## config.mk

```make
export PLATFORM = sky130hd
export DESIGN_NAME = sm_msg_queue
export DESIGN_NICKNAME = d
export VERILOG_FILES = /design/src/rtl/sm_1118_msg_pkg.sv /design/src/rtl/sm_msg_fifo.sv /design/src/rtl/sm_msg_queue.sv
export SDC_FILE = /design/constraint.sdc
export NUM_CORES = 1
export LEC_CHECK = 0
export ABC_AREA = 0
export BUFFER_PORTS_ARGS = -buffer_cell sky130_fd_sc_hd__buf_2
export CAP_MARGIN = 20
export CORE_ASPECT_RATIO = 0.9
export CORE_UTILIZATION = 60
export CTS_CLUSTER_SIZE = 30
export DETAILED_ROUTE_END_ITERATION = 16
export GPL_ROUTABILITY_DRIVEN = 0
export GPL_TIMING_DRIVEN = 0
export PLACE_DENSITY_LB_ADDON = 0.2
export SLEW_MARGIN = 20
export SYNTH_ARGS = -nofsm -noshare
export SYNTH_HDL_FRONTEND = slang
export SYNTH_SLANG_ARGS = --single-unit
```

## constraint.sdc

```tcl
create_clock -name clk_50M -period 5.8 [get_ports clk_50M]
set_input_delay 1.16 -clock clk_50M [delete_from_list [all_inputs] [get_ports clk_50M]]
set_output_delay 1.16 -clock clk_50M [all_outputs]
set_load 0.03 [all_outputs]
```

## src/rtl/sm_1118_msg_pkg.sv

```systemverilog
// Message codes, queue entry layout and queue FSM states shared by controller, queue and transmitter.
// Latency: n/a (types and constants only).
// Backpressure: n/a.
package sm_1118_msg_pkg;

  // Message type codes; 0 is never a legal message.
  localparam logic [1:0] MSG_SI   = 2'd1;
  localparam logic [1:0] MSG_SPIM = 2'd2;
  localparam logic [1:0] MSG_SDM  = 2'd3;

  // Field codes.
  localparam logic [1:0] FIELD_MT = 2'd0;
  localparam logic [1:0] FIELD_PP = 2'd1;
  localparam logic [1:0] FIELD_NG = 2'd2;
  localparam logic [1:0] FIELD_VG = 2'd3;

  // Colour codes: R prints as 'P', B as 'W', G as 'N'; 0 is never legal.
  localparam logic [1:0] COL_R = 2'd1;
  localparam logic [1:0] COL_B = 2'd2;
  localparam logic [1:0] COL_G = 2'd3;

  // One queued message, packed MSB-first as {type, field, node, color}.
  typedef struct packed {
    logic [1:0] msg_type;
    logic [1:0] field;
    logic [1:0] node;
    logic [1:0] color;
  } msg_entry_t;

  localparam int ENTRY_W = $bits(msg_entry_t);

  // Queue sequencer states.
  typedef enum logic [1:0] {
    ST_IDLE = 2'd0,
    ST_LOAD = 2'd1,
    ST_SEND = 2'd2,
    ST_GAP  = 2'd3
  } q_state_e;

  // A request is usable only when type, node and colour are all non-zero.
  function automatic logic req_is_legal(input msg_entry_t e);
    return (e.msg_type != 2'd0) && (e.node != 2'd0) && (e.color != 2'd0);
  endfunction

endpackage

```

## src/rtl/sm_msg_fifo.sv

```systemverilog
// Generic synchronous FIFO, DEPTH x WIDTH, with occupancy count.
// Latency: a pushed word is visible at rdata_o the cycle after the push; head read is combinational.
// Backpressure: caller must not push when full_o or pop when empty_o; full/empty come from registered pointers.
module sm_msg_fifo #(
  parameter int DEPTH = 4,
  parameter int WIDTH = 8
) (
  input  logic                     clk_i,
  input  logic                     rst_i,
  input  logic                     push_i,
  input  logic                     pop_i,
  input  logic [WIDTH-1:0]         wdata_i,
  output logic [WIDTH-1:0]         rdata_o,
  output logic                     full_o,
  output logic                     empty_o,
  output logic [$clog2(DEPTH):0]   count_o
);

  localparam int AW = $clog2(DEPTH);
  localparam logic [AW:0] CNT_FULL = (AW + 1)'(DEPTH);

  logic [WIDTH-1:0] mem_q [DEPTH];
  logic [AW:0]      wr_ptr_q, wr_ptr_d;
  logic [AW:0]      rd_ptr_q, rd_ptr_d;

  // Pointers carry one extra wrap bit so full and empty are distinguishable.
  always_comb begin
    wr_ptr_d = wr_ptr_q + {{AW{1'b0}}, push_i};
    rd_ptr_d = rd_ptr_q + {{AW{1'b0}}, pop_i};
  end

  // Pointer registers.
  always_ff @(posedge clk_i) begin
    if (rst_i) begin
      wr_ptr_q <= '0;
      rd_ptr_q <= '0;
    end else begin
      wr_ptr_q <= wr_ptr_d;
      rd_ptr_q <= rd_ptr_d;
    end
  end

  // Storage needs no reset: nothing is read before it has been written.
  always_ff @(posedge clk_i) begin
    if (push_i) begin
      mem_q[wr_ptr_q[AW-1:0]] <= wdata_i;
    end
  end

  assign count_o = wr_ptr_q - rd_ptr_q;
  assign full_o  = (count_o == CNT_FULL);
  assign empty_o = (count_o == '0);
  assign rdata_o = mem_q[rd_ptr_q[AW-1:0]];

endmodule

```

## src/rtl/sm_msg_queue.sv

```systemverilog
// Buffers controller message requests and hands them one at a time to the UART transmitter.
// Latency: request accepted at edge N into an idle empty queue -> tx_start high after edge N+2.
// Backpressure: req_ready low when full; illegal or overflowing requests are dropped with a one-cycle pulse.
module sm_msg_queue
  import sm_1118_msg_pkg::*;
#(
  parameter int DEPTH      = 4,
  parameter int GAP_CYCLES = 434,
  parameter int TIMEOUT    = 100000
) (
  input  logic       clk_50M,
  input  logic       reset,
  input  logic       req_valid,
  input  logic [1:0] req_type,
  input  logic [1:0] req_field,
  input  logic [1:0] req_node,
  input  logic [1:0] req_color,
  output logic       req_ready,
  output logic [1:0] msg_type,
  output logic [1:0] field,
  output logic [1:0] node_si,
  output logic [1:0] color,
  output logic       tx_start,
  input  logic       tx_complete,
  output logic       busy,
  output logic       overflow,
  output logic       bad_req,
  output logic       timeout
);

  localparam int CW  = $clog2(DEPTH) + 1;
  localparam int WDW = (TIMEOUT > 1) ? $clog2(TIMEOUT) : 1;
  localparam int GW  = (GAP_CYCLES > 1) ? $clog2(GAP_CYCLES) : 1;

  localparam logic [CW-1:0]  CNT_FULL = CW'(DEPTH);
  localparam logic [WDW-1:0] WD_LAST  = WDW'(TIMEOUT - 1);
  localparam logic [GW-1:0]  GAP_LAST = GW'(GAP_CYCLES - 1);

  msg_entry_t    req_ent;
  logic          req_legal;
  logic          push;
  logic          pop;
  msg_entry_t    fifo_head;
  logic          fifo_full;
  logic          fifo_empty;
  logic [CW-1:0] fifo_count;

  q_state_e       state_q, state_d;
  logic [WDW-1:0] wdog_q, wdog_d;
  logic [GW-1:0]  gap_q, gap_d;
  logic           tx_start_q, tx_start_d;
  msg_entry_t     out_q, out_d;
  logic           timeout_q, timeout_d;
  logic           bad_req_q, bad_req_d;
  logic           overflow_q, overflow_d;

  assign req_ent   = '{msg_type: req_type, field: req_field, node: req_node, color: req_color};
  assign req_legal = req_is_legal(req_ent);

  // Legality is judged before fullness, so a bad request never reports overflow.
  always_comb begin
    bad_req_d  = req_valid && !req_legal;
    overflow_d = req_valid && req_legal && fifo_full;
    push       = req_valid && req_legal && !fifo_full;
  end

  sm_msg_fifo #(
    .DEPTH (DEPTH),
    .WIDTH (ENTRY_W)
  ) u_fifo (
    .clk_i   (clk_50M),
    .rst_i   (reset),
    .push_i  (push),
    .pop_i   (pop),
    .wdata_i (req_ent),
    .rdata_o (fifo_head),
    .full_o  (fifo_full),
    .empty_o (fifo_empty),
    .count_o (fifo_count)
  );

  // Sequencer: pop into output regs, settle one cycle, hold tx_start until done or watchdog, then idle gap.
  always_comb begin
    state_d    = state_q;
    wdog_d     = wdog_q;
    gap_d      = gap_q;
    tx_start_d = tx_start_q;
    out_d      = out_q;
    timeout_d  = 1'b0;
    pop        = 1'b0;
    case (state_q)
      ST_IDLE: begin
        if (!fifo_empty) begin
          pop     = 1'b1;
          out_d   = fifo_head;
          state_d = ST_LOAD;
        end
      end
      ST_LOAD: begin
        tx_start_d = 1'b1;
        wdog_d     = '0;
        state_d    = ST_SEND;
      end
      ST_SEND: begin
        if (tx_complete) begin
          tx_start_d = 1'b0;
          gap_d      = '0;
          state_d    = ST_GAP;
        end else if (wdog_q == WD_LAST) begin
          // Aborted message is not retried; the gap still separates it from the next one.
          tx_start_d = 1'b0;
          timeout_d  = 1'b1;
          gap_d      = '0;
          state_d    = ST_GAP;
        end else begin
          wdog_d = wdog_q + WDW'(1);
        end
      end
      ST_GAP: begin
        if (gap_q == GAP_LAST) begin
          state_d = ST_IDLE;
        end else begin
          gap_d = gap_q + GW'(1);
        end
      end
      default: begin
        state_d    = ST_IDLE;
        tx_start_d = 1'b0;
      end
    endcase
  end

  // State, counters, message outputs and status pulses.
  always_ff @(posedge clk_50M) begin
    if (reset) begin
      state_q    <= ST_IDLE;
      wdog_q     <= '0;
      gap_q      <= '0;
      tx_start_q <= 1'b0;
      out_q      <= '0;
      timeout_q  <= 1'b0;
      bad_req_q  <= 1'b0;
      overflow_q <= 1'b0;
    end else begin
      state_q    <= state_d;
      wdog_q     <= wdog_d;
      gap_q      <= gap_d;
      tx_start_q <= tx_start_d;
      out_q      <= out_d;
      timeout_q  <= timeout_d;
      bad_req_q  <= bad_req_d;
      overflow_q <= overflow_d;
    end
  end

  assign req_ready = (fifo_count != CNT_FULL);
  assign busy      = (state_q != ST_IDLE) || !fifo_empty;
  assign tx_start  = tx_start_q;
  assign msg_type  = out_q.msg_type;
  assign field     = out_q.field;
  assign node_si   = out_q.node;
  assign color     = out_q.color;
  assign timeout   = timeout_q;
  assign bad_req   = bad_req_q;
  assign overflow  = overflow_q;

endmodule

```

After elaboration in Yosys (flattened, before gate mapping) --
Memories as Yosys holds them, arrays and structs flattened. A register that Yosys moved wholly into a read port is not among the register bits. Index checks and enable logic that the tools add are counted.
Cells by class: add/subtract/negate cells 5, multipliers 0, divide/modulo/power cells 0, magnitude comparators 0, equality and inequality tests 13, shift operators 0, mux-type cells 20, bitwise operators 2, reductions and logical operators 24
Operators with widths (count):
- $mux 17 | 2
- $pmux 17 s2 | 1
- $mux 9 | 3
- $pmux 9 s2 | 1
- $add 17x1->17 const B | 1
- $eq 17x17->1 const B | 1
- $reduce_bool 2->1 | 6
- $ne 2x2->1 const B | 5
- $add 9x1->9 const B | 1
- $eq 9x9->1 const B | 1
- $reduce_and 3->1 | 3
- $mux 2 | 4
- $pmux 2 s4 | 1
- $mux 1 | 7
- $add 3x1->3 | 2
- $logic_and 1x1->1 | 6
- $ne 3x3->1 const B | 2
- $eq 2x2->1 const B | 2
- $reduce_and 2->1 | 2
- $eq 3x3->1 const B | 1
- $logic_not 1->1 | 3
- $logic_not 3->1 | 1
- $reduce_or 3->1 | 1
- $sub 3x3->3 | 1
- other kinds (5) | 6
Storage, ports and cells: bits in registers 38, bits in latches 0, bits in writable memories 32, ROM bits 0, input port bits 12, memories 1
Memory list:
- u_fifo.mem_q | words 4, width 8, read ports 1, clocked after memory_dff 1, wr ports 1, RTL line sm_msg_fifo.sv:22 | logic [WIDTH-1:0] mem_q [DEPTH];

Longest topological paths before layout --
Gate-level depths: netlist of the first run.
depth after elaboration 7, mapped depth 12, mapped depth without buffers 11

By module --
Synthesis of the first run repeated with hierarchy kept, for this count alone.
Second synthesis, totals: cells, all modules 332, area, all modules 3603.5 um^2
By module, submodules not included:
- sm_msg_queue | times used 1, cells an instance 257, area each 2117.0 um^2, sequential area each 800.8 um^2
- sm_msg_fifo | times used 1, cells an instance 75, area each 1486.4 um^2, sequential area each 1081.0 um^2

Worst setup path before layout of the first run --
No wires, ideal clock.
path type register to output, from register u_fifo.rd_ptr_q[1], to output port busy, arrival 1.632 ns, required time 4.640 ns, slack 3.008 ns, cell stages (with the launch flop) 8, cells stage by stage dfxtp_1 clkbuf_1 inv_1 ha_1 nor2b_1 xnor2_1 or3_1 clkbuf_1
Between the ends: word-level cells in the longest chain between the ends 4
RTL lines:
- start: declaration | RTL line sm_msg_fifo.sv:24 | logic [AW:0] rd_ptr_q, rd_ptr_d;
- start signal: assignment | RTL line sm_msg_fifo.sv:39 | rd_ptr_q <= rd_ptr_d;
- $sub 3x3->3 | RTL line sm_msg_fifo.sv:50 | assign count_o = wr_ptr_q - rd_ptr_q;
- $logic_not 3->1 | RTL line sm_msg_fifo.sv:52 | assign empty_o = (count_o == '0);
- $logic_not 1->1 | RTL line sm_msg_queue.sv:157 | assign busy = (state_q != ST_IDLE) || !fifo_empty;
- $logic_or 1x1->1 | RTL line sm_msg_queue.sv:157
- end: declaration | RTL line sm_msg_queue.sv:25 | output logic busy,
No other way between the ends.

Worst setup path in the final report of the first run --
Ends and elaborated chain as after synthesis.

==> reports/summary.log, run 1 <==
qor: route.route.detailed.vias_per_inst 6.009
qor: global_routing.grt_first_pass_wirelength 11060 um
qor: global_routing.number_of_global_route_vias_before_repair 2330
qor: floorplan.top_level_ports 26
qor: setup_path.crit_family buffers and inverters
qor: setup_path.cp_cell_sequence clkbuf_1 > inv_1 > ha_1 > nor2b_1 > xnor2_1 > or3_1 > clkbuf_1 > buf_2
qor: logic_synthesis.async_reset_ff_share 0%
qor: route.post_drt_wl_per_cell 15.99 um
qor: setup_path.critPathBufInv 4
qor: setup_path.worst-path-max-fanout 9
qor: outcome.outcome complete, no violations
qor: clock_network.cts-buffers-inserted 9
qor: clock_network.tritoncts_clock_tree built
qor: logic_synthesis.synth.yosys.warnings 0
qor: power.vdd_ir_drop_max 0.2207 mV
qor: power.power_per_unit_of_standard_cell_area 364.7 nW/um^2
qor: floorplan.fp.coreArea 5693 sq um
qor: place.dp_cells 414
qor: logic_synthesis.synth_top_cells_by_area sky130_fd_sc_hd__edfxtp_1 (27%), sky130_fd_sc_hd__dfxtp_1 (26%), sky130_fd_sc_hd__mux4_2 (5.1%), sky130_fd_sc_hd__ha_1 (4.9%), sky130_fd_sc_hd__nor2_1 (2.7%)
qor: clock_network.cts_hold_repair.buffers 0
qor: clock_network.ctsHtreeMaxLevel 3
qor: logic_synthesis.synth.top_cell.area_share 27.02%
qor: logic_synthesis.fraction_of_synthesized_area_in_multiplexers 8.234%
qor: logic_synthesis.postSynthRegisterBits 78
qor: sta.grt_setup_unrepaired no
qor: clock_network.cts_setup_buffers 0
qor: logic_synthesis.synthCells 319
qor: route.route.detailed.drc 0
qor: clock_network.cts_max_path_buffers 2
qor: clock_network.cts.root.buffer_cell sky130_fd_sc_hd__clkbuf_8
qor: power.share_comb_of_total_power 28.3%
qor: logic_synthesis.synthesized_area_fraction_occupied_by_ao_oa_aoi_and_oai_cells 11.29%
qor: cells_and_area.final.fill_count 435
qor: logic_synthesis.post_synth_fa_ha_maj_area_fraction 4.926%
qor: setup_path.critPathSlowestCell sky130_fd_sc_hd__clkbuf_1
qor: sta.maxSlewViolCount 0
qor: sta.hold_viol_final 0
qor: clock_network.clk_pin_slew_worst_paths 0.07 ns
qor: logic_synthesis.synth_simple_gate_area_share 18.09%
qor: clock_network.tritoncts_num_sinks 78
qor: global_routing.largest_net_degree_at_the_start_of_global_routing 13
qor: logic_synthesis.syn_avg_cell_area 11.15 sq um
qor: global_routing.gr-usage-all-layers 23.21%
qor: logic_synthesis.synth_top_family_by_area simple AND/OR/NAND/NOR gates
qor: clock_network.cts_resized 0
qor: cells_and_area.layout.nets 381
qor: global_routing.antenna_found_initial 0
qor: setup_path.endpoint_kind primary output
qor: sta.max_freq 0.2855 GHz
qor: power.power.share.sequential 44.6%
qor: power.power_leakage 1.463 nW
qor: floorplan.initial_utilization 62.46%
qor: power.net-switching-power 465.8 uW
qor: route.drt_pre_antenna_iters 4
qor: cells_and_area.layout_cells_sized_above_1 18.33%
qor: setup_path.cpPeakStageDelay 0.44 ns
qor: route.drt_wl_total 6875 um
qor: setup_path.worstSetupPathType reg2out
qor: logic_synthesis.synth.cell_area 3556 sq um
qor: logic_synthesis.mappedNetlistNets 345
qor: min_path.worst_hold_path_type reg2reg
qor: setup_path.worst_path_most_repeated_cell sky130_fd_sc_hd__clkbuf_1
qor: logic_synthesis.netlist.top_cell.by_area sky130_fd_sc_hd__edfxtp_1
qor: floorplan.die_h 75.04 um
qor: cells_and_area.areaGrowthSynthToFinish 11.65%
qor: sta.finalClockSkew 0.006693 ns
qor: logic_synthesis.post-synth-top-count-cell sky130_fd_sc_hd__dfxtp_1
qor: sta.endpoints_failing_setup 0
qor: logic_synthesis.synth_top_flop_cell sky130_fd_sc_hd__dfxtp_1
qor: setup_path.worstSetupStartpointType flip-flop
qor: logic_synthesis.area_share_of_xor_xnor_cells_in_the_synthesized_design 1.232%
qor: sta.worst_slew_margin_rel 51.78%
qor: sta.finalHoldWorstSlack 0.4870 ns
qor: logic_synthesis.synth.top_cells.by_count sky130_fd_sc_hd__dfxtp_1 (46), sky130_fd_sc_hd__edfxtp_1 (32), sky130_fd_sc_hd__nor2_1 (26), sky130_fd_sc_hd__nand2_1 (23), sky130_fd_sc_hd__a21oi_1 (18)
qor: sta.worst-slew-pin-transition 0.7234 ns
qor: route.total_via_count_after_detailed_routing 2584
qor: power.clkPwrFrac 27.1%
qor: run.drv.max_cap_violation_count 0
qor: power.internal_cell_power 982.2 uW
qor: floorplan.placementRows 26
qor: cells_and_area.post_layout_nonfiller_instances 430
qor: sta.finalSetupTns 0 ns
qor: global_routing.overflow 0
qor: sta.finalCriticalPeriod 3.502 ns
qor: setup_path.timing.critical_path.required 4.64 ns
qor: logic_synthesis.synth_sequential_area_ratio 52.92%
qor: logic_synthesis.number_of_distinct_standard_cells_referenced_by_the_synthesized_netlist 55
qor: power.power_switching_share 32.17%
qor: setup_path.arrival 2.34 ns
qor: route.dr.first_iter.drc_count 182
qor: cells_and_area.antenna_cells 0
qor: floorplan.fp.dieW 83.15 um
qor: place.port_buffer_cells 25
qor: logic_synthesis.synth_edf_count 32
qor: sta.finalCritPeriodShare 60.39%
qor: route.postRouteAntennaNets 0
qor: floorplan.dieArea 6239 sq um
qor: place.detailed_placement_wirelength_estimate 4860 um
qor: clock_network.insertion_delay 0.35 ns
sequential cells by signal, indices dropped and copies added, names as in the netlist, 3 cells and up:
signal,count
wdog_q,17
u_fifo.mem_q,32
u_fifo.wr_ptr_q,3
u_fifo.rd_ptr_q,3
gap_q,9
cells by family after synthesis:
logic type | count (synthesis)
DFF | 78
adders and majority gates | 14
and+or+nand+nor | 116
xor gates and xnor gates | 5
muxes | 19
buffers and inverters | 25
AOI/OAI and AO/OA | 62
metal layers:
metal	vias up	share of wire, %	GRT usage [%]
met5	-	0	0
met3	10	6.4	6.031
met2	81	47	36.79
li1	1262	-	-
met1	1231	45	31.48
met4	0	1.2	8.238
placed cells by master, fill, tap and decap left out, drive strengths merged, types with 11 or more instances in the layout:
master	n
dfxtp	46
buf	33
edfxtp	32
nor2	27
nand2	23
a21oi	18
clkbuf	18
nand3	14
ha	14
o21ai	12
inv	11
worst min-delay path, stage by stage, from the launching register on:
cell                      delay (ns)
sky130_fd_sc_hd__dfxtp_1        0.32
sky130_fd_sc_hd__mux2i_1        0.06
sky130_fd_sc_hd__nor2_1         0.07
layout make-up:
| cell class | instances | area [sq um] | area share (%) |
|---|---|---|---|
| Clock inverter | 4 | 46.29 | 1.166 |
| Multi-Input combinational cell | 216 | 1567 | 39.46 |
| Inverter | 11 | 41.29 | 1.040 |
| Sequential cell | 78 | 1882 | 47.40 |
| Timing Repair Buffer | 25 | 125.1 | 3.152 |
| Buffer | 14 | 76.32 | 1.922 |
| Tap cell | 70 | 87.58 | 2.206 |
| Clock buffer | 12 | 145.1 | 3.656 |
stage by stage:
stage          util, %  power (mW)  instance area (sq um)  setup WS [ns]
6_report         69.74       1.448                   3970          2.298
5_1_grt          69.74       1.520                   3970          2.114
4_1_cts          69.74       1.457                   3970          2.277
3_5_place_dp     66.37       1.065                   3779          2.670
3_3_place_gp     66.20       1.049                   3769          2.651
2_1_floorplan        -      0.9611                   3556          3.008
power by group through the flow:
stage	sequential, mW	clock [mW]	combinational, mW
floorplan	0.702	0	0.259
global placement	0.654	0	0.395
detailed placement	0.657	0	0.409
CTS	0.645	0.402	0.411
global route	0.649	0.426	0.445
finish	0.645	0.393	0.410
final timing paths:
kind                      startpoint                  to  slack, ns  cells past startpoint
setup / recovery  u_fifo.rd_ptr_q[1]                busy       2.30                      8
hold / removal              color[0]            color[0]       0.49                      2
setup reg to reg  u_fifo.rd_ptr_q[1]  u_fifo.mem_q[2][6]       3.20                      9
hold reg to reg             color[0]            color[0]       0.49                      2
Power figures use the tool's default switching activity.
==> run 2: changes to the inputs <==
ABC_AREA = 1   (was 0)
clock period = 3.65 ns   (was 5.8 ns; I/O delays follow)
==> run 2 against run 1 <==
Net effect:
- cell count up 44%
- clock skew increased by 0.0051 ns
- sequential power rose by 66%
- global-route usage rose by 5.4 points
- critical path type is now reg2reg
==> reports/summary.log, run 2 <==
qor: sta.finalClockSkew 0.01183 ns [+0.005132 ns]
qor: route.post_drt_wl_per_cell 14.08 um [-12%]
qor: global_routing.grt_first_pass_wirelength 14720 um [+33%]
qor: global_routing.met3_track_demand_over_resource 7.466% [+1.4 points]
qor: place.port_buffer_cells 24 [-4.0%]
qor: global_routing.number_of_global_route_vias_before_repair 3153 [+35%]
qor: route.route.detailed.vias_per_inst 5.481 [-8.8%]
qor: route.dr.first_iter.drc_count 256 [+41%]
qor: cells_and_area.fin_area 4295 sq um [+8.2%]
qor: outcome.outcome complete, no violations
qor: logic_synthesis.post-synth-top-count-cell sky130_fd_sc_hd__nand2_1
qor: global_routing.largest_net_degree_at_the_start_of_global_routing 16 [+3]
qor: route.postRouteAntennaNets 0 [unchanged]
qor: sta.worst-slew-pin-transition 0.8265 ns [+0.1031 ns]
qor: floorplan.top_level_ports 26 [unchanged]
qor: sta.max_freq 0.3251 GHz
qor: cells_and_area.largest_reg_flops 32 [unchanged]
qor: sta.finalCriticalPeriod 3.076 ns
qor: sta.grt_setup_unrepaired no
qor: cells_and_area.mostFrequentLayoutCells sky130_fd_sc_hd__nand2_1 (100), sky130_fd_sc_hd__nor2_1 (92), sky130_fd_sc_hd__inv_1 (55)
qor: logic_synthesis.synthCells 491 [+54%]
qor: power.net-switching-power 1.076 mW [+130%]
qor: setup_path.worst-path-max-fanout 10 [+1]
qor: min_path.worst_hold_path_type reg2reg
qor: clock_network.clk_pin_slew_worst_paths 0.09 ns [+0.02 ns]
qor: power.clkPwrFrac 23.3% [-3.8 points]
qor: logic_synthesis.syn_avg_cell_area 7.872 sq um [-29%]
qor: logic_synthesis.synth.cell_area 3865 sq um [+8.7%]
qor: floorplan.dieArea 6767 sq um [+8.5%]
qor: power.internal_cell_power 1.523 mW [+55%]
qor: setup_path.crit_family adder cells
qor: power.power_leakage 1.717 nW [+17%]
qor: logic_synthesis.netlist.top_cell.by_area sky130_fd_sc_hd__edfxtp_1
qor: setup_path.arrival 3.31 ns [+0.97 ns]
qor: place.detailed_placement_wirelength_estimate 6041 um [+24%]
qor: global_routing.antenna_found_initial 0 [unchanged]
qor: clock_network.cts_hold_repair.buffers 0 [unchanged]
qor: logic_synthesis.number_of_distinct_standard_cells_referenced_by_the_synthesized_netlist 27 [-51%]
qor: sta.maxSlewViolCount 0 [unchanged]
qor: cells_and_area.post_layout_nonfiller_instances 618 [+44%]
qor: setup_path.cp_cell_sequence inv_1 > ha_1 > nand2_1 > nand2_1 > nand2_1 > nand3_1 > nand2_1 > clkinv_1 > ha_1 > ha_1 > xnor2_1 > nor2_1
qor: global_routing.globalRoute.busiestLayer met2
qor: logic_synthesis.synth_top_cells_by_area sky130_fd_sc_hd__edfxtp_1 (25%), sky130_fd_sc_hd__dfxtp_1 (24%), sky130_fd_sc_hd__nand2_1 (9.7%), sky130_fd_sc_hd__nor2_1 (8.9%), sky130_fd_sc_hd__inv_1 (5.3%)
qor: sta.endpoints_failing_setup 0 [unchanged]
qor: logic_synthesis.synth.top_cells.by_count sky130_fd_sc_hd__nand2_1 (100), sky130_fd_sc_hd__nor2_1 (92), sky130_fd_sc_hd__inv_1 (55), sky130_fd_sc_hd__dfxtp_1 (46), sky130_fd_sc_hd__edfxtp_1 (32)
qor: cells_and_area.layout_commonest_cell sky130_fd_sc_hd__nand2_1
qor: power.power.share.sequential 41.2% [-3.4 points]
qor: setup_path.worstSetupStartpointType flip-flop
qor: floorplan.fp.dieW 86.60 um [+4.1%]
qor: global_routing.grtUsageMet2 45.79% [+9.0 points]
qor: global_routing.overflow 0 [unchanged]
qor: clock_network.tritoncts_clock_tree built
qor: clock_network.cts_resized 0 [unchanged]
qor: setup_path.worstSetupPathType reg2reg
qor: setup_path.critPathSlowestCell sky130_fd_sc_hd__dfxtp_1
qor: logic_synthesis.synth_top_flop_cell sky130_fd_sc_hd__dfxtp_1
qor: clock_network.tritoncts_num_sinks 78 [unchanged]
qor: logic_synthesis.synth.top_cell.area_share 24.86% [-2.2 points]
qor: setup_path.cpPeakStageDelay 0.58 ns [+0.14 ns]
qor: power.power_switching_share 41.40% [+9.2 points]
qor: place.dp_cells 602 [+45%]
qor: sta.worst_slew_margin_rel 44.60% [-7.2 points]
qor: floorplan.die_h 78.14 um [+4.1%]
qor: cells_and_area.antenna_cells 0 [unchanged]
qor: floorplan.fp.coreArea 6182 sq um [+8.6%]
qor: sta.hold_viol_final 0 [unchanged]
qor: run.drv.max_cap_violation_count 0 [unchanged]
qor: floorplan.placementRows 27 [+3.8%]
qor: clock_network.cts_setup_buffers 0 [unchanged]
qor: cells_and_area.layout.nets 552 [+45%]
qor: place.detailed_place.area 4114 sq um [+8.9%]
qor: setup_path.critPathBufInv 2 [-2]
qor: power.share_comb_of_total_power 35.5% [+7.2 points]
qor: clock_network.cts.root.buffer_cell sky130_fd_sc_hd__clkbuf_8
qor: route.drt_wl_total 8699 um [+27%]
qor: setup_path.timing.critical_path.required 3.88 ns [-0.76 ns]
qor: logic_synthesis.postSynthRegisterBits 78 [unchanged]
qor: clock_network.cts-buffers-inserted 9 [unchanged]
qor: clock_network.insertion_delay 0.36 ns [about the same]
qor: cells_and_area.layout_cells_sized_above_1 11.68% [-6.7 points]
qor: route.drt_pre_antenna_iters 4 [unchanged]
qor: sta.finalSetupTns 0 ns [unchanged]
qor: power.power_per_unit_of_standard_cell_area 605.1 nW/um^2 [+66%]
qor: setup_path.worst_path_most_repeated_cell sky130_fd_sc_hd__nand2_1
qor: logic_synthesis.synth_sequential_area_ratio 48.69% [-4.2 points]
qor: sta.finalCritPeriodShare 84.27%
qor: logic_synthesis.synth_edf_count 32 [unchanged]
qor: cells_and_area.areaGrowthSynthToFinish 11.14%
qor: power.vdd_ir_drop_max 0.3895 mV [+77%]
qor: route.route.detailed.drc 0 [unchanged]
qor: setup_path.endpoint_kind flip-flop
qor: logic_synthesis.mappedNetlistNets 517 [+50%]
qor: logic_synthesis.synth.yosys.warnings 0 [unchanged]
qor: logic_synthesis.async_reset_ff_share 0% [unchanged]
qor: global_routing.grtUsageMet1 37.96% [+6.5 points]
qor: route.total_via_count_after_detailed_routing 3387 [+31%]
qor: clock_network.ctsHtreeMaxLevel 3 [unchanged]
qor: floorplan.initial_utilization 62.52% [about the same]
qor: clock_network.cts_max_path_buffers 2 [unchanged]
qor: global_routing.gr-usage-all-layers 28.56% [+5.4 points]
## run 2: cell types whose count changed after synthesis, moves of 9 or more
cell and change:
sky130_fd_sc_hd__mux2i_1 -9, sky130_fd_sc_hd__o21ai_0 +20, sky130_fd_sc_hd__nand2_1 +77, sky130_fd_sc_hd__nand4_1 +9, sky130_fd_sc_hd__nor2_1 +66, sky130_fd_sc_hd__nand3_1 +17, sky130_fd_sc_hd__inv_1 +44
## run 2: kinds of logic (layout without fill, tap and decap cells)
group           after synthesis  after routing  share of synthesized area (%)
flops                        78             78                          48.69
fa+ha+maj                    14             14                          4.532
xor+xnor                      4              4                         0.9063
compound gates               71             71                          10.46
buf+inv                      67            107                          7.090
simple gates                257            257                          28.33
## run 2: through the flow
stage	hold WS [ns]	total power, mW	setup slack [ns]	util [%]
after CTS	0.4674	2.594	0.6509	69.48
after floorplan	0.4541	1.730	1.128	-
after global routing	0.4946	2.762	0.4570	69.48
final	0.4620	2.599	0.5741	69.48
after detailed placement	0.4572	2.002	0.6901	66.55
after global placement	0.4469	1.965	0.5118	66.22
## run 2: worst min-delay path: cells and delay by family, from the launching register on
family             cells  cell delay, ns
DFF                    1            0.32
and+or+nand+nor        1            0.06
AOI/OAI and AO/OA      1            0.05
## run 2: area by class of cell
| type | count | area, sq um |
|---|---|---|
| buffer | 10 | 60.06 |
| multi-input combinational | 346 | 1729 |
| timing repair buffer | 24 | 120.1 |
| clock inverter | 7 | 57.56 |
| clock buffer | 9 | 123.9 |
| sequential | 78 | 1882 |
| tap | 87 | 108.9 |
| fill | 529 | 1887 |
| inverter | 57 | 214.0 |
## run 2: final timing paths
| kind | start | end | slack [ns] | cells past startpoint |
|---|---|---|---|---|
| worst min-delay path | tx_start | tx_start | 0.46 | 2 |
| worst min register to register | tx_start | tx_start | 0.46 | 2 |
| worst max-delay path | u_fifo.rd_ptr_q[1] | u_fifo.rd_ptr_q[2] | 0.57 | 12 |
| worst max register to register | u_fifo.rd_ptr_q[1] | u_fifo.rd_ptr_q[2] | 0.57 | 12 |
## run 2: power by group through the flow
| stage | sequential (mW) | clock [mW] | combinational (mW) |
|---|---|---|---|
| 6_report | 1.07 | 0.604 | 0.923 |
| 5_1_grt | 1.08 | 0.649 | 1.03 |
| 4_1_cts | 1.07 | 0.610 | 0.914 |
| 3_5_place_dp | 1.09 | 0 | 0.911 |
| 3_3_place_gp | 1.08 | 0 | 0.882 |
| 2_1_floorplan | 1.17 | 0 | 0.561 |
## run 2: layer usage
layer  vias up  wire (um)
met5         -          0
met3        16        522
met2       104       4059
met1      1573       3976
li1       1694          -
met4         0        140
==> run 3: changes to the inputs <==
ABC_AREA = 0   (was 1)
CORE_UTILIZATION = 54   (was 60)
clock period = 2.74 ns   (was 3.65 ns; I/O delays follow)
==> run 3 against run 2 <==
Net effect:
- register-to-register slack got worse by 0.17 ns
- sequential cell count did not move
- wire length fell by 21%
- clock skew fell by 0.0055 ns
- sequential share of layout area rose by 2.9 points
- global-route usage fell by 6.4 points
- power rose by 23%
- critical path type is now reg2out
- sequential power rose by 28%
==> reports/summary.log, run 3 (same netlist as run 1, synthesis figures left out) <==
qor: floorplan.placementRows 27 [unchanged]
qor: cells_and_area.mostFrequentLayoutCells sky130_fd_sc_hd__dfxtp_1 (46), sky130_fd_sc_hd__edfxtp_1 (32), sky130_fd_sc_hd__buf_2 (29)
qor: power.share_comb_of_total_power 27.2% [-8.3 points]
qor: cells_and_area.antenna_cells 0 [unchanged]
qor: global_routing.number_of_global_route_vias_before_repair 2308 [-27%]
qor: floorplan.fp.coreArea 6250 sq um [+1.1%]
qor: setup_path.critPathSlowestCell sky130_fd_sc_hd__dfxtp_1
qor: clock_network.cts_max_path_buffers 2 [unchanged]
qor: setup_path.worst-path-max-fanout 9 [-1]
qor: floorplan.top_level_ports 26 [unchanged]
qor: sta.max_freq 0.3860 GHz
qor: sta.maxSlewViolCount 0 [unchanged]
qor: min_path.worst_hold_path_type in2reg
qor: setup_path.cp_cell_sequence buf_6 > inv_1 > ha_1 > nor2b_1 > xnor2_1 > or3_1 > clkbuf_1 > buf_2
qor: clock_network.cts_setup_buffers 0 [unchanged]
qor: floorplan.dieArea 6914 sq um [+2.2%]
qor: cells_and_area.final_util 64.50% [-5.0 points]
qor: sta.fin_ws 0.1490 ns [-0.4251 ns]
qor: power.internal_cell_power 2.181 mW [+43%]
qor: global_routing.gr-usage-all-layers 22.19% [-6.4 points]
qor: sta.finalCritPeriodShare 94.56%
qor: global_routing.grt_first_pass_wirelength 11420 um [-22%]
qor: power.power_leakage 1.487 nW [-13%]
qor: clock_network.cts_resized 1 [+1]
qor: power.power_per_unit_of_standard_cell_area 789.8 nW/um^2 [+31%]
qor: place.port_buffer_cells 25 [+4.2%]
qor: cells_and_area.layout_cells_sized_above_1 19.17% [+7.5 points]
qor: clock_network.cts_hold_repair.buffers 0 [unchanged]
qor: setup_path.worstSetupStartpointType flip-flop
qor: sta.finalClockSkew 0.006349 ns [-0.005476 ns]
qor: floorplan.fp.dieW 87.54 um [+1.1%]
qor: sta.finalHoldWorstSlack 0.4115 ns [-0.05048 ns]
qor: place.detailed_placement_wirelength_estimate 4702 um [-22%]
qor: place.dp_cells 431 [-28%]
qor: place.dpl_worst_slack 0.05809 ns [-0.6321 ns]
qor: cells_and_area.largest_reg_flops 32 [unchanged]
qor: route.drt_pre_antenna_iters 4 [unchanged]
qor: setup_path.arrival 2.04 ns [-1.27 ns]
qor: global_routing.overflow 0 [unchanged]
qor: setup_path.endpoint_kind primary output
qor: setup_path.crit_family buffers and inverters
qor: route.route.detailed.drc 0 [unchanged]
qor: clock_network.insertion_delay 0.35 ns [about the same]
qor: clock_network.cts.root.buffer_cell sky130_fd_sc_hd__clkbuf_8
qor: power.net-switching-power 1.003 mW [-6.8%]
qor: setup_path.cpPeakStageDelay 0.37 ns [-0.21 ns]
qor: power.report.power.total 3.184 mW [+23%]
qor: cells_and_area.post_layout_nonfiller_instances 447 [-28%]
qor: place.detailed_place.area 3800 sq um [-7.6%]
qor: sta.endpoints_failing_setup 0 [unchanged]
qor: route.total_via_count_after_detailed_routing 2569 [-24%]
qor: floorplan.initial_utilization 56.90% [-5.6 points]
qor: clock_network.tritoncts_num_sinks 78 [unchanged]
qor: sta.worst_slew_margin_rel 47.80% [+3.2 points]
qor: setup_path.timing.critical_path.required 2.19 ns [-1.69 ns]
qor: global_routing.antenna_found_initial 0 [unchanged]
qor: sta.worst-slew-pin-transition 0.7788 ns [-0.04769 ns]
qor: clock_network.ctsHtreeMaxLevel 3 [unchanged]
qor: sta.grt_setup_unrepaired no
qor: cells_and_area.layout_commonest_cell sky130_fd_sc_hd__dfxtp_1
qor: sta.hold_viol_final 0 [unchanged]
qor: route.drt_wl_total 6836 um [-21%]
qor: route.dr.first_iter.drc_count 111 [-57%]
qor: sta.finalSetupTns 0 ns [unchanged]
qor: clock_network.cts-buffers-inserted 9 [unchanged]
qor: route.post_drt_wl_per_cell 15.29 um [+8.6%]
qor: route.route.detailed.vias_per_inst 5.747 [+4.9%]
qor: floorplan.die_h 78.99 um [+1.1%]
qor: run.drv.max_cap_violation_count 0 [unchanged]
qor: setup_path.critPathBufInv 4 [+2]
qor: power.power.share.sequential 42.9% [+1.7 points]
qor: route.postRouteAntennaNets 0 [unchanged]
qor: power.vdd_ir_drop_max 0.6693 mV [+72%]
qor: sta.finalCriticalPeriod 2.591 ns
qor: global_routing.largest_net_degree_at_the_start_of_global_routing 14 [-2]
qor: clock_network.clk_pin_slew_worst_paths 0.08 ns [about the same]
qor: power.power_switching_share 31.49% [-9.9 points]
qor: cells_and_area.layout.nets 381 [-31%]
qor: power.clkPwrFrac 29.9% [+6.6 points]
qor: cells_and_area.fin_area 4031 sq um [-6.1%]
qor: cells_and_area.areaGrowthSynthToFinish 13.37%
qor: clock_network.tritoncts_clock_tree built
qor: setup_path.worstSetupPathType reg2out
qor: outcome.outcome complete, no violations
run 3: final timing paths:
path	start	end	slack, ns	cells past startpoint
setup / recovery	u_fifo.rd_ptr_q[1]	busy	0.15	8
hold / removal	req_field[0]	u_fifo.mem_q[3][4]	0.41	1
setup reg to reg	u_fifo.rd_ptr_q[1]	u_fifo.mem_q[1][7]	0.40	8
hold reg to reg	field[0]	field[0]	0.49	2
run 3: routing by layer:
layer	share of wire, %	vias to the layer above	global-route usage (%)
li1	-	1265	-
met3	4.2	8	7.173
met4	0.94	0	5.410
met2	46	58	33.05
met1	49	1238	31.38
met5	0	-	0
run 3: power by group through the flow:
stage / sequential [mW] / combinational [mW] / clock [mW]
after floorplan: 1.49 / 0.549 / 0
after global placement: 1.39 / 0.844 / 0
after detailed placement: 1.39 / 0.860 / 0
after CTS: 1.37 / 0.866 / 0.968
after global routing: 1.38 / 0.949 / 1.02
final: 1.37 / 0.866 / 0.952
run 3: final cells by class:
cell class	instances	area, sq um
repair buffers	25	125.1
clock inverters	5	82.58
inverters	11	41.29
plain buffers	14	83.83
flip-flops and latches	78	1882
clock buffers	11	141.4
well taps	87	108.9
multi-input cells	216	1567
fillers	498	2218
run 3: worst register-to-register path, stage by stage, from the launching register on:
cell and delay, ns:
sky130_fd_sc_hd__dfxtp_1 0.37, sky130_fd_sc_hd__buf_6 0.17, sky130_fd_sc_hd__inv_1 0.05, sky130_fd_sc_hd__ha_1 0.19, sky130_fd_sc_hd__nor2b_1 0.14, sky130_fd_sc_hd__xnor2_1 0.11
sky130_fd_sc_hd__nand3_1 0.14, sky130_fd_sc_hd__nand3_1 0.17, sky130_fd_sc_hd__nor3_2 0.63
